**src/rtl/addsub_result_stage.sv**
```systemverilog
// Result stage behind a multi-word adder: 2-entry skid FIFO with chain-wide zero flag and carry
// feedback. Define ADDSUB_RESULT_STICKY_OVERFLOW_EN to make out_overflow sticky across a chain.
module addsub_result_stage #(
  parameter int WORD_WIDTH = 0,
  // Clamp keeps an unconfigured (illegal) default elaborating to a sane shape
  localparam int Width = (WORD_WIDTH < 2) ? 2 : WORD_WIDTH
) (
  input  logic             clock,
  input  logic             reset,
  input  logic             in_valid,
  output logic             in_ready,
  input  logic [Width-1:0] in_sum,
  input  logic             in_carry_out,
  input  logic             in_sub_add,
  input  logic             in_a_msb,
  input  logic             in_b_msb,
  input  logic             in_chain_last,
  output logic             carry_feedback,
  output logic             out_valid,
  input  logic             out_ready,
  output logic [Width-1:0] out_sum,
  output logic             out_carry,
  output logic             out_zero,
  output logic             out_negative,
  output logic             out_overflow
);

  typedef enum logic [1:0] {StEmpty, StOne, StFull} state_e;

  typedef struct packed {
    logic [Width-1:0] sum;
    logic             carry;
    logic             zero;
    logic             negative;
    logic             overflow;
  } entry_t;

  state_e           state_q, state_d;
  entry_t [1:0]     mem_q, mem_d;
  logic             wr_ptr_q, wr_ptr_d;
  logic             rd_ptr_q, rd_ptr_d;
  logic             in_ready_q, in_ready_d;
  logic             out_valid_q, out_valid_d;
  logic             carry_fb_q, carry_fb_d;
  logic             zero_seed_q, zero_seed_d;
`ifdef ADDSUB_RESULT_STICKY_OVERFLOW_EN
  logic             ovf_acc_q, ovf_acc_d;
`endif

  logic   push, pop;
  logic   sum_msb, word_ovf, word_zero, chain_ovf;
  entry_t new_entry;
  entry_t head;

  assign push    = in_valid & in_ready_q;
  assign pop     = out_valid_q & out_ready;
  assign sum_msb = in_sum[Width-1];

  always_comb begin
    word_ovf  = in_sub_add ? ((in_a_msb != in_b_msb) && (sum_msb != in_a_msb))
                           : ((in_a_msb == in_b_msb) && (sum_msb != in_a_msb));
    word_zero = zero_seed_q & (in_sum == '0);
`ifdef ADDSUB_RESULT_STICKY_OVERFLOW_EN
    chain_ovf = ovf_acc_q | word_ovf;
`else
    chain_ovf = word_ovf;
`endif
    new_entry.sum      = in_sum;
    new_entry.carry    = in_carry_out;
    new_entry.zero     = word_zero;
    new_entry.negative = sum_msb;
    new_entry.overflow = chain_ovf;
  end

  always_comb begin
    state_d     = state_q;
    mem_d       = mem_q;
    wr_ptr_d    = wr_ptr_q;
    rd_ptr_d    = rd_ptr_q;
    carry_fb_d  = carry_fb_q;
    zero_seed_d = zero_seed_q;
`ifdef ADDSUB_RESULT_STICKY_OVERFLOW_EN
    ovf_acc_d   = ovf_acc_q;
`endif

    unique case (state_q)
      StEmpty: if (push) state_d = StOne;
      StOne: begin
        if (push && !pop)      state_d = StFull;
        else if (!push && pop) state_d = StEmpty;
      end
      StFull:  if (pop) state_d = StOne;
      default: state_d = StEmpty;
    endcase

    if (push) begin
      mem_d[wr_ptr_q] = new_entry;
      wr_ptr_d        = ~wr_ptr_q;
      carry_fb_d      = in_chain_last ? 1'b0 : in_carry_out;
      // A closed chain reseeds so the next word starts a fresh all-zero run
      zero_seed_d     = in_chain_last ? 1'b1 : word_zero;
`ifdef ADDSUB_RESULT_STICKY_OVERFLOW_EN
      ovf_acc_d       = in_chain_last ? 1'b0 : chain_ovf;
`endif
    end
    if (pop) rd_ptr_d = ~rd_ptr_q;

    in_ready_d  = (state_d != StFull);
    out_valid_d = (state_d != StEmpty);
  end

  always_ff @(posedge clock or posedge reset) begin
    if (reset) begin
      state_q     <= StEmpty;
      mem_q       <= '0;
      wr_ptr_q    <= 1'b0;
      rd_ptr_q    <= 1'b0;
      in_ready_q  <= 1'b1;
      out_valid_q <= 1'b0;
      carry_fb_q  <= 1'b0;
      zero_seed_q <= 1'b1;
`ifdef ADDSUB_RESULT_STICKY_OVERFLOW_EN
      ovf_acc_q   <= 1'b0;
`endif
    end else begin
      state_q     <= state_d;
      mem_q       <= mem_d;
      wr_ptr_q    <= wr_ptr_d;
      rd_ptr_q    <= rd_ptr_d;
      in_ready_q  <= in_ready_d;
      out_valid_q <= out_valid_d;
      carry_fb_q  <= carry_fb_d;
      zero_seed_q <= zero_seed_d;
`ifdef ADDSUB_RESULT_STICKY_OVERFLOW_EN
      ovf_acc_q   <= ovf_acc_d;
`endif
    end
  end

  assign head           = mem_q[rd_ptr_q];
  assign in_ready       = in_ready_q;
  assign out_valid      = out_valid_q;
  assign carry_feedback = carry_fb_q;
  assign out_sum        = head.sum;
  assign out_carry      = head.carry;
  assign out_zero       = head.zero;
  assign out_negative   = head.negative;
  assign out_overflow   = head.overflow;

endmodule

```
**config.mk**
```make
export PLATFORM = sky130hd
export DESIGN_NAME = addsub_result_stage
export DESIGN_NICKNAME = d
export VERILOG_FILES = /design/src/rtl/addsub_result_stage.sv
export SDC_FILE = /design/constraint.sdc
export NUM_CORES = 1
export LEC_CHECK = 0
export ABC_CLOCK_PERIOD_IN_PS = 1280
export CAP_MARGIN = 20
export CELL_PAD_IN_SITES_DETAIL_PLACEMENT = 0
export CELL_PAD_IN_SITES_GLOBAL_PLACEMENT = 1
export CORE_MARGIN = 10
export CORE_UTILIZATION = 46
export CTS_CLUSTER_DIAMETER = 200
export CTS_CLUSTER_SIZE = 40
export DETAILED_ROUTE_END_ITERATION = 10
export DONT_BUFFER_PORTS = 1
export GPL_ROUTABILITY_DRIVEN = 0
export PLACE_DENSITY_LB_ADDON = 0.1
export SLEW_MARGIN = 0
export SYNTH_ARGS = -nofsm -noshare
export SYNTH_HDL_FRONTEND = slang
export SYNTH_SLANG_ARGS = --single-unit
```
**constraint.sdc**
```tcl
create_clock -name clock -period 1.28 [get_ports clock]
set_input_delay 0.256 -clock clock [delete_from_list [all_inputs] [get_ports clock]]
set_output_delay 0.256 -clock clock [all_outputs]
set_load 0.01 [all_outputs]
```
Yosys cells after proc, flatten, opt, wreduce, memory -nomap -nowiden
Index checks and enable logic that the tools add are counted.
- register bits: 20
- output and inout port bits: 9
- logic and storage cells: 54
- magnitude comparators: 3
- eq/ne operators: 6
- muxes and demuxes: 13
- bitwise gates (word level): 5
- reduce and logical (&&, ||, !) cells: 10
- operator list (kind ; count):
    $mux 6 ; 3
    $bwmux 12 ; 1
    $mux 2 ; 4
    $demux 6 s1 ; 1
    $pmux 2 s3 ; 1
    $logic_and 1x1->1 ; 5
    $logic_not 2->1 ; 2
    $lt 1x2->1 const B ; 2
    $and 1x1->1 ; 3
    $mux 1 ; 3
    $eq 2x1->1 const B ; 1
    $eq 2x2->1 const B ; 1
    $logic_not 1->1 ; 2
    $ne 1x1->1 ; 2
    $ne 2x2->1 const B ; 1
    $not 1->1 ; 2
    $reduce_bool 2->1 ; 1
    $eq 1x1->1 ; 1
    $ge 1x1->1 const B ; 1

Logic depth before layout (Yosys ltp)
Gate-level depths: netlist (run 1).
- depth in word-level cells: 7
- depth in mapped cells: 3
- gate-level depth less buffers: 3

Worst setup path before layout (run 1)
Ideal clock, no wire load.
- path kind: reg-to-output
- from: register rd_ptr_q
- to: output out_sum[1]
- data arrival time: 0.976 ns
- slack: 0.048 ns
- stages on the path, launching flop included: 4
- path buffers: 2
- cells stage by stage: dfrtp_1 -> buf_2 -> mux2_2 -> buf_4
- cells in the longest elaborated chain, start to end: 2
- ends and longest elaborated chain (what ; RTL line ; RTL):
    from (decl) ; 41 ; logic rd_ptr_q, rd_ptr_d;
    from (signal assigned) ; 129 ; rd_ptr_q <= rd_ptr_d;
    $mux 6 (not written as such) (2 in series) ; 140 ; assign head = mem_q[rd_ptr_q];
    to (decl) ; 21 ; output logic [Width-1:0] out_sum,
Every way passes these cells. The select of a mux whose other input is x is not followed.

Final worst setup path (run 1)
Same ends and word-level chain as after synthesis.

==> results.txt, run 1 <==
Max Cap Violations -> 0
critical path class -> flop to output pin
# setup viols final -> 6
WL per Instance -> 16.5 um
worst skew pair latency -> 0.29 ns
die width -> 61.9 um
Reg2Reg Depth -> 2
Reg-to-Reg End -> mem_q[3]$_DFFE_PP0P_
crit path launch -> rd_ptr_q$_DFFE_PP0P_
Worst path slowest cell -> dfrtp_2
Synth top area share -> 0.496
post-route cell area -> 911 um^2
worst vdd ir -> 1120 uV
Num CTS Buffers -> 3
die area -> 3830 um^2
Die Height -> 61.9 um
initial antenna violation count -> 0
Setup Skew -> 0.00443 ns
Root Buffer -> clkbuf_4
ys flop type -> dfrtp_1
Detail Route Antenna Nets -> 0
Hold Crit Class -> input port to flop
critical path cell sequence -> mux2_4
relative max-transition margin -> 0.842
Synth Cell Area -> 807 um^2
Hold Vio Cnt, Final -> 0
sequential share of the synthesized area -> 0.561
Post-synth EDFFs -> 0
run status -> finished with violations
vias in the first global route -> 550
count leader, synth -> dfrtp_1
crit start category -> flop
Initial DRC Count -> 1
Reg-to-Reg Start -> in_ready$_DFF_PP1_
share of cells above drive strength 1 -> 0.320
DRT Pass-1 Iters -> 2
Congestion Overflow GR -> 0
failing checks -> negative setup slack
Synth async-reset ratio -> 1.00
final WL -> 1520 um
Switching Power -> 0.000714 W
Total GRT Usage -> 0.0905
minimum clock period -> 1.40 ns
combinational power share -> 0.351
CP max FO -> 6
Setup crit end -> out_sum[1]
clock share of power -> 0.160
ant diodes -> 0
H-tree levels -> 1
total number of vias -> 513
fin nets -> 87
pwr/cell area -> 2370 nW/um^2
Leakage -> 0.417 nW
Post-DP Area -> 831 um^2
setup TNS -> -0.637 ns
Num Clock Sinks -> 18
Worst Max-Slew Pin Slew -> 0.236 ns
CP required -> 1.02 ns
IO Pins -> 20
post-DP HPWL -> 1120 um
synth warn -> 0
Fmax -> 0.715 GHz
Synth Register Bits -> 18
clock-pin slew on the worst setup and hold paths -> 0.10 ns
CTS tree -> done
cells after synthesis -> 69
syn_nets -> 80
Flop pwr share -> 0.489
Final Worst Setup Slack -> -0.119 ns
period utilisation layout -> 1.09
core area -> 1690 um^2
Starting Density -> 0.478
drt drc -> 0
global-route wire length before repair -> 2520 um
Rows -> 15
Layout area overhead -> 12.9%
synth top area cells -> dfrtp_1 50%, mux2_2 15%, dfstp_2 6.5%
RSZ-0062 raised after global routing -> true
vias per cell -> 5.58
Worst path max stage delay -> 0.50 ns
cell count along the critical path -> 1
CP arrival -> 1.14 ns
WP buf/inv -> 0
critical path capture point type -> output pin
Post-Layout Cell Count -> 92
post-synth top area cell -> dfrtp_1
post-synthesis cell type count -> 22
Post-synth top cells -> 16 x dfrtp_1, 13 x nand2_1, 11 x mux2_2
number of placed instances, taps included -> 86
Crit path max-delay family -> flip-flops
R2R setup slack -> 0.07 ns
largest net degree at the start of global routing -> 19
syn avg cell area -> 11.7 um^2
final max-slew violation count -> 0
internal power -> 0.00145 W
Port Buf Inserts -> 0
Max Root-Sink Buffers -> 2
sw frac -> 0.331
-- power groups by stage --
stage	sequential (W)	clock, W	combinational [W]
finish	0.00106	0.000346	0.000758
global route	0.00110	0.000389	0.000860
CTS	0.00103	0.000357	0.000725
detailed placement	0.00104	0	0.000680
global placement	0.00104	0	0.000671
floorplan	0.000974	0	0.000633
-- flip-flops by register name, summed over array words and instances (netlist names) --
signal and flops:
carry_feedback 1, mem_q 10, wr_ptr_q 1, in_ready 1, out_valid 1, rd_ptr_q 1
state_q 2, zero_seed_q 1
-- placed cells by master (no fill, tap or decap) --
cell / netlist / final
and2_1: 1 / 1
dfrtp_2: 0 / 1
inv_1: 1 / 1
nand3_2: 1 / 1
o21ai_0: 7 / 7
mux2_4: 0 / 5
nor2_1: 1 / 1
nand3b_2: 1 / 1
nand3_1: 1 / 1
o211ai_1: 1 / 1
nand2_2: 0 / 1
clkbuf_4: 0 / 3
clkbuf_8: 0 / 1
nor2b_1: 2 / 2
dlygate4sd3_1: 0 / 1
nand2_1: 13 / 12
buf_4: 1 / 2
nand2b_1: 2 / 2
mux2_2: 11 / 6
buf_6: 0 / 1
xor2_1: 1 / 1
dfrtp_1: 16 / 15
a21boi_0: 1 / 1
dfstp_2: 2 / 2
a211o_1: 1 / 1
xnor2_1: 1 / 1
mux2i_1: 1 / 1
nand4b_1: 2 / 2
-- worst min path at each step --
stage | end | cells after the start | start
2_1_floorplan | carry_feedback$_DFFE_PP0P_ | 1 | reset
3_3_place_gp | mem_q[6]$_DFFE_PP0P_ | 2 | reset
3_5_place_dp | mem_q[6]$_DFFE_PP0P_ | 2 | reset
4_1_cts | zero_seed_q$_DFFE_PP1P_ | 2 | in_chain_last
5_1_grt | zero_seed_q$_DFFE_PP1P_ | 2 | in_chain_last
6_report | zero_seed_q$_DFFE_PP1P_ | 2 | in_chain_last
-- metrics by stage --
stage | hold WS (ns) | power, W | util | setup slack [ns]
2_1_floorplan | 0.193 | 0.00161 | - | 0.0478
3_3_place_gp | 0.178 | 0.00171 | 0.492 | 0.113
3_5_place_dp | 0.180 | 0.00172 | 0.492 | 0.0921
4_1_cts | 0.0665 | 0.00211 | 0.527 | -0.123
5_1_grt | 0.0660 | 0.00235 | 0.539 | -0.160
6_report | 0.0743 | 0.00216 | 0.539 | -0.119
-- repair_timing --
| item | 4_1_cts | 5_1_grt |
|---|---|---|
| hold buffers | 1 | 0 |
| endpoints found under the hold margin | 16 | 0 |
| gates resized for setup | 2 | 6 |
| setup endpoints to repair | 6 | 8 |
| setup buffers | 1 | 0 |
-- layout make-up --
class	instances	area [um^2]
Sequential cell	18	454
Clock buffer	4	36.3
Multi-Input combinational cell	48	359
Tap cell	17	21.3
Timing Repair Buffer	4	36.3
Inverter	1	3.75
Fill cell	162	778
-- metal layers --
layer | routed length, um | track usage
met2 | 660 | 0.135
met4 | 12 | 0.0478
met1 | 683 | 0.107
met3 | 160 | 0.0407
met5 | 0 | 0
-- kinds of logic after synthesis --
family,share of synthesized area
and+or+nand+nor,0.158
DFF,0.561
muxes,0.166
AOI/OAI and AO/OA,0.0729
buffers and inverters,0.0201
xor gates and xnor gates,0.0217
No activity file was read; power rests on OpenSTA's default activity.
==> run 2: changes to the inputs <==
- ABC_CLOCK_PERIOD_IN_PS: 1280 -> 1500
- MAX_ROUTING_LAYER: unset -> met4
- clock period: 1.28 -> 1.5 ns (I/O delays scaled with it)
==> run 2 against run 1 <==
Effect of this change:
- the flow now finishes without violations
- via count down 5.7%
- clock power is 36% lower
- count of clock-buffer cells in the layout shrank 1
- hold slack improved by 0.054 ns
==> results.txt, run 2 (same netlist as run 1, synthesis figures left out) <==
run status -> complete, no violations
cell count along the critical path -> 1
WL per Instance -> 15.8 um
Hold Vio Cnt, Final -> 0
WP buf/inv -> 0
CP max FO -> 6
Detail Route Antenna Nets -> 0
Total GRT Usage -> 0.0924
total number of vias -> 484
crit start category -> flop
Port Buf Inserts -> 0
drt drc -> 0
Starting Density -> 0.478
Fmax -> 0.704 GHz
Flop pwr share -> 0.527
Max Cap Violations -> 0
combinational power share -> 0.341
clock-pin slew on the worst setup and hold paths -> 0.10 ns
vias in the first global route -> 517
critical path class -> flop to output pin
Initial DRC Count -> 5
Worst path slowest cell -> dfrtp_2
Reg2Reg Depth -> 3
CP arrival -> 1.12 ns
Root Buffer -> clkbuf_4
Worst path max stage delay -> 0.45 ns
Die Height -> 61.9 um
# setup viols final -> 0
DRT Pass-1 Iters -> 2
RSZ-0062 raised after global routing -> false
setup TNS -> 0 ns
Worst Max-Slew Pin Slew -> 0.231 ns
die width -> 61.9 um
most common cell after layout, fill and taps aside -> dfrtp_1
critical path capture point type -> output pin
die area -> 3830 um^2
sw frac -> 0.336
period utilisation layout -> 0.946
final WL -> 1420 um
Hold Crit Class -> input port to flop
fin nets -> 86
Max Root-Sink Buffers -> 2
worst vdd ir -> 765 uV
Biggest register -> mem_q
IO Pins -> 20
fillcell total -> 172
critical path cell sequence -> mux2_2
ant diodes -> 0
Crit path max-delay family -> flip-flops
global-route wire length before repair -> 2460 um
vias per cell -> 5.38
pwr/cell area -> 1950 nW/um^2
Switching Power -> 0.000568 W
top flop regs -> mem_q (10), state_q (2)
commonest cells after routing, fill and taps aside -> 15 x dfrtp_1, 13 x nand2_1, 10 x mux2_2
initial antenna violation count -> 0
clock share of power -> 0.132
hold path depth -> 2
relative max-transition margin -> 0.846
share of cells above drive strength 1 -> 0.288
H-tree levels -> 1
core area -> 1690 um^2
Num CTS Buffers -> 3
Layout area overhead -> 7.60%
final max-slew violation count -> 0
internal power -> 0.00112 W
minimum clock period -> 1.42 ns
utilization after layout -> 0.514
worst skew pair latency -> 0.28 ns
CTS tree -> done
Congestion Overflow GR -> 0
CP required -> 1.20 ns
Rows -> 15
Setup Skew -> 0.00794 ns
max reg flops -> 10
largest net degree at the start of global routing -> 19
Leakage -> 0.389 nW
Num Clock Sinks -> 18
## run 2: metrics by stage
| stage | hold WS (ns) | power, W | cells | cell area, um^2 | setup slack (ns) |
|---|---|---|---|---|---|
| floorplan | 0.237 | 0.00137 | 69 | 807 | 0.224 |
| global placement | 0.223 | 0.00144 | 85 | 823 | 0.237 |
| detailed placement | 0.225 | 0.00145 | 85 | 823 | 0.230 |
| CTS | 0.114 | 0.00169 | 89 | 857 | 0.0224 |
| global route | 0.0951 | 0.00186 | 90 | 868 | 0.0104 |
| finish | 0.129 | 0.00169 | 90 | 868 | 0.0804 |
## run 2: worst paths after layout
check / from / end / slack (ns)
min in group asynchronous: reset / wr_ptr_q$_DFFE_PP0P_ / 0.47
max in group asynchronous: reset / in_ready$_DFF_PP1_ / 0.77
setup / recovery: rd_ptr_q$_DFFE_PP0P_ / out_zero / 0.08
hold reg to reg: zero_seed_q$_DFFE_PP1P_ / zero_seed_q$_DFFE_PP1P_ / 0.48
hold / removal: in_chain_last / zero_seed_q$_DFFE_PP1P_ / 0.13
setup reg to reg: in_ready$_DFF_PP1_ / state_q[0]$_DFF_PP0_ / 0.22
## run 2: what timing repair did
action	CTS	global route
endpoints found under the setup margin	6	3
endpoints found under the hold margin	16	0
buffers inserted	0	1
cloned	0	0
hold buffers	1	0
resized for setup	1	1
## run 2: cell type report
cell class                 instances  area (um^2)  share of cell area
tap                               17         21.3              0.0245
clock buffer                       3         22.5              0.0259
timing repair buffer               3         25.0              0.0288
multi-input combinational         48          342               0.393
inverter                           1         3.75             0.00432
sequential                        18          454               0.523
## run 2: per-layer routing
layer  share of wire  wire [um]  global-route usage  vias up
met4           0.011         15              0.0573        0
met5               0          0                   -        -
met2            0.42        602               0.122       12
li1                -          -                   -      250
met3            0.11        162              0.0549        2
met1            0.45        643               0.104      220
## run 2: power groups by stage
stage	clock network (W)	logic, W	registers (W)
CTS	0.000245	0.000555	0.000895
floorplan	0	0.000540	0.000831
global placement	0	0.000543	0.000899
global route	0.000277	0.000652	0.000929
detailed placement	0	0.000550	0.000902
finish	0.000223	0.000577	0.000889
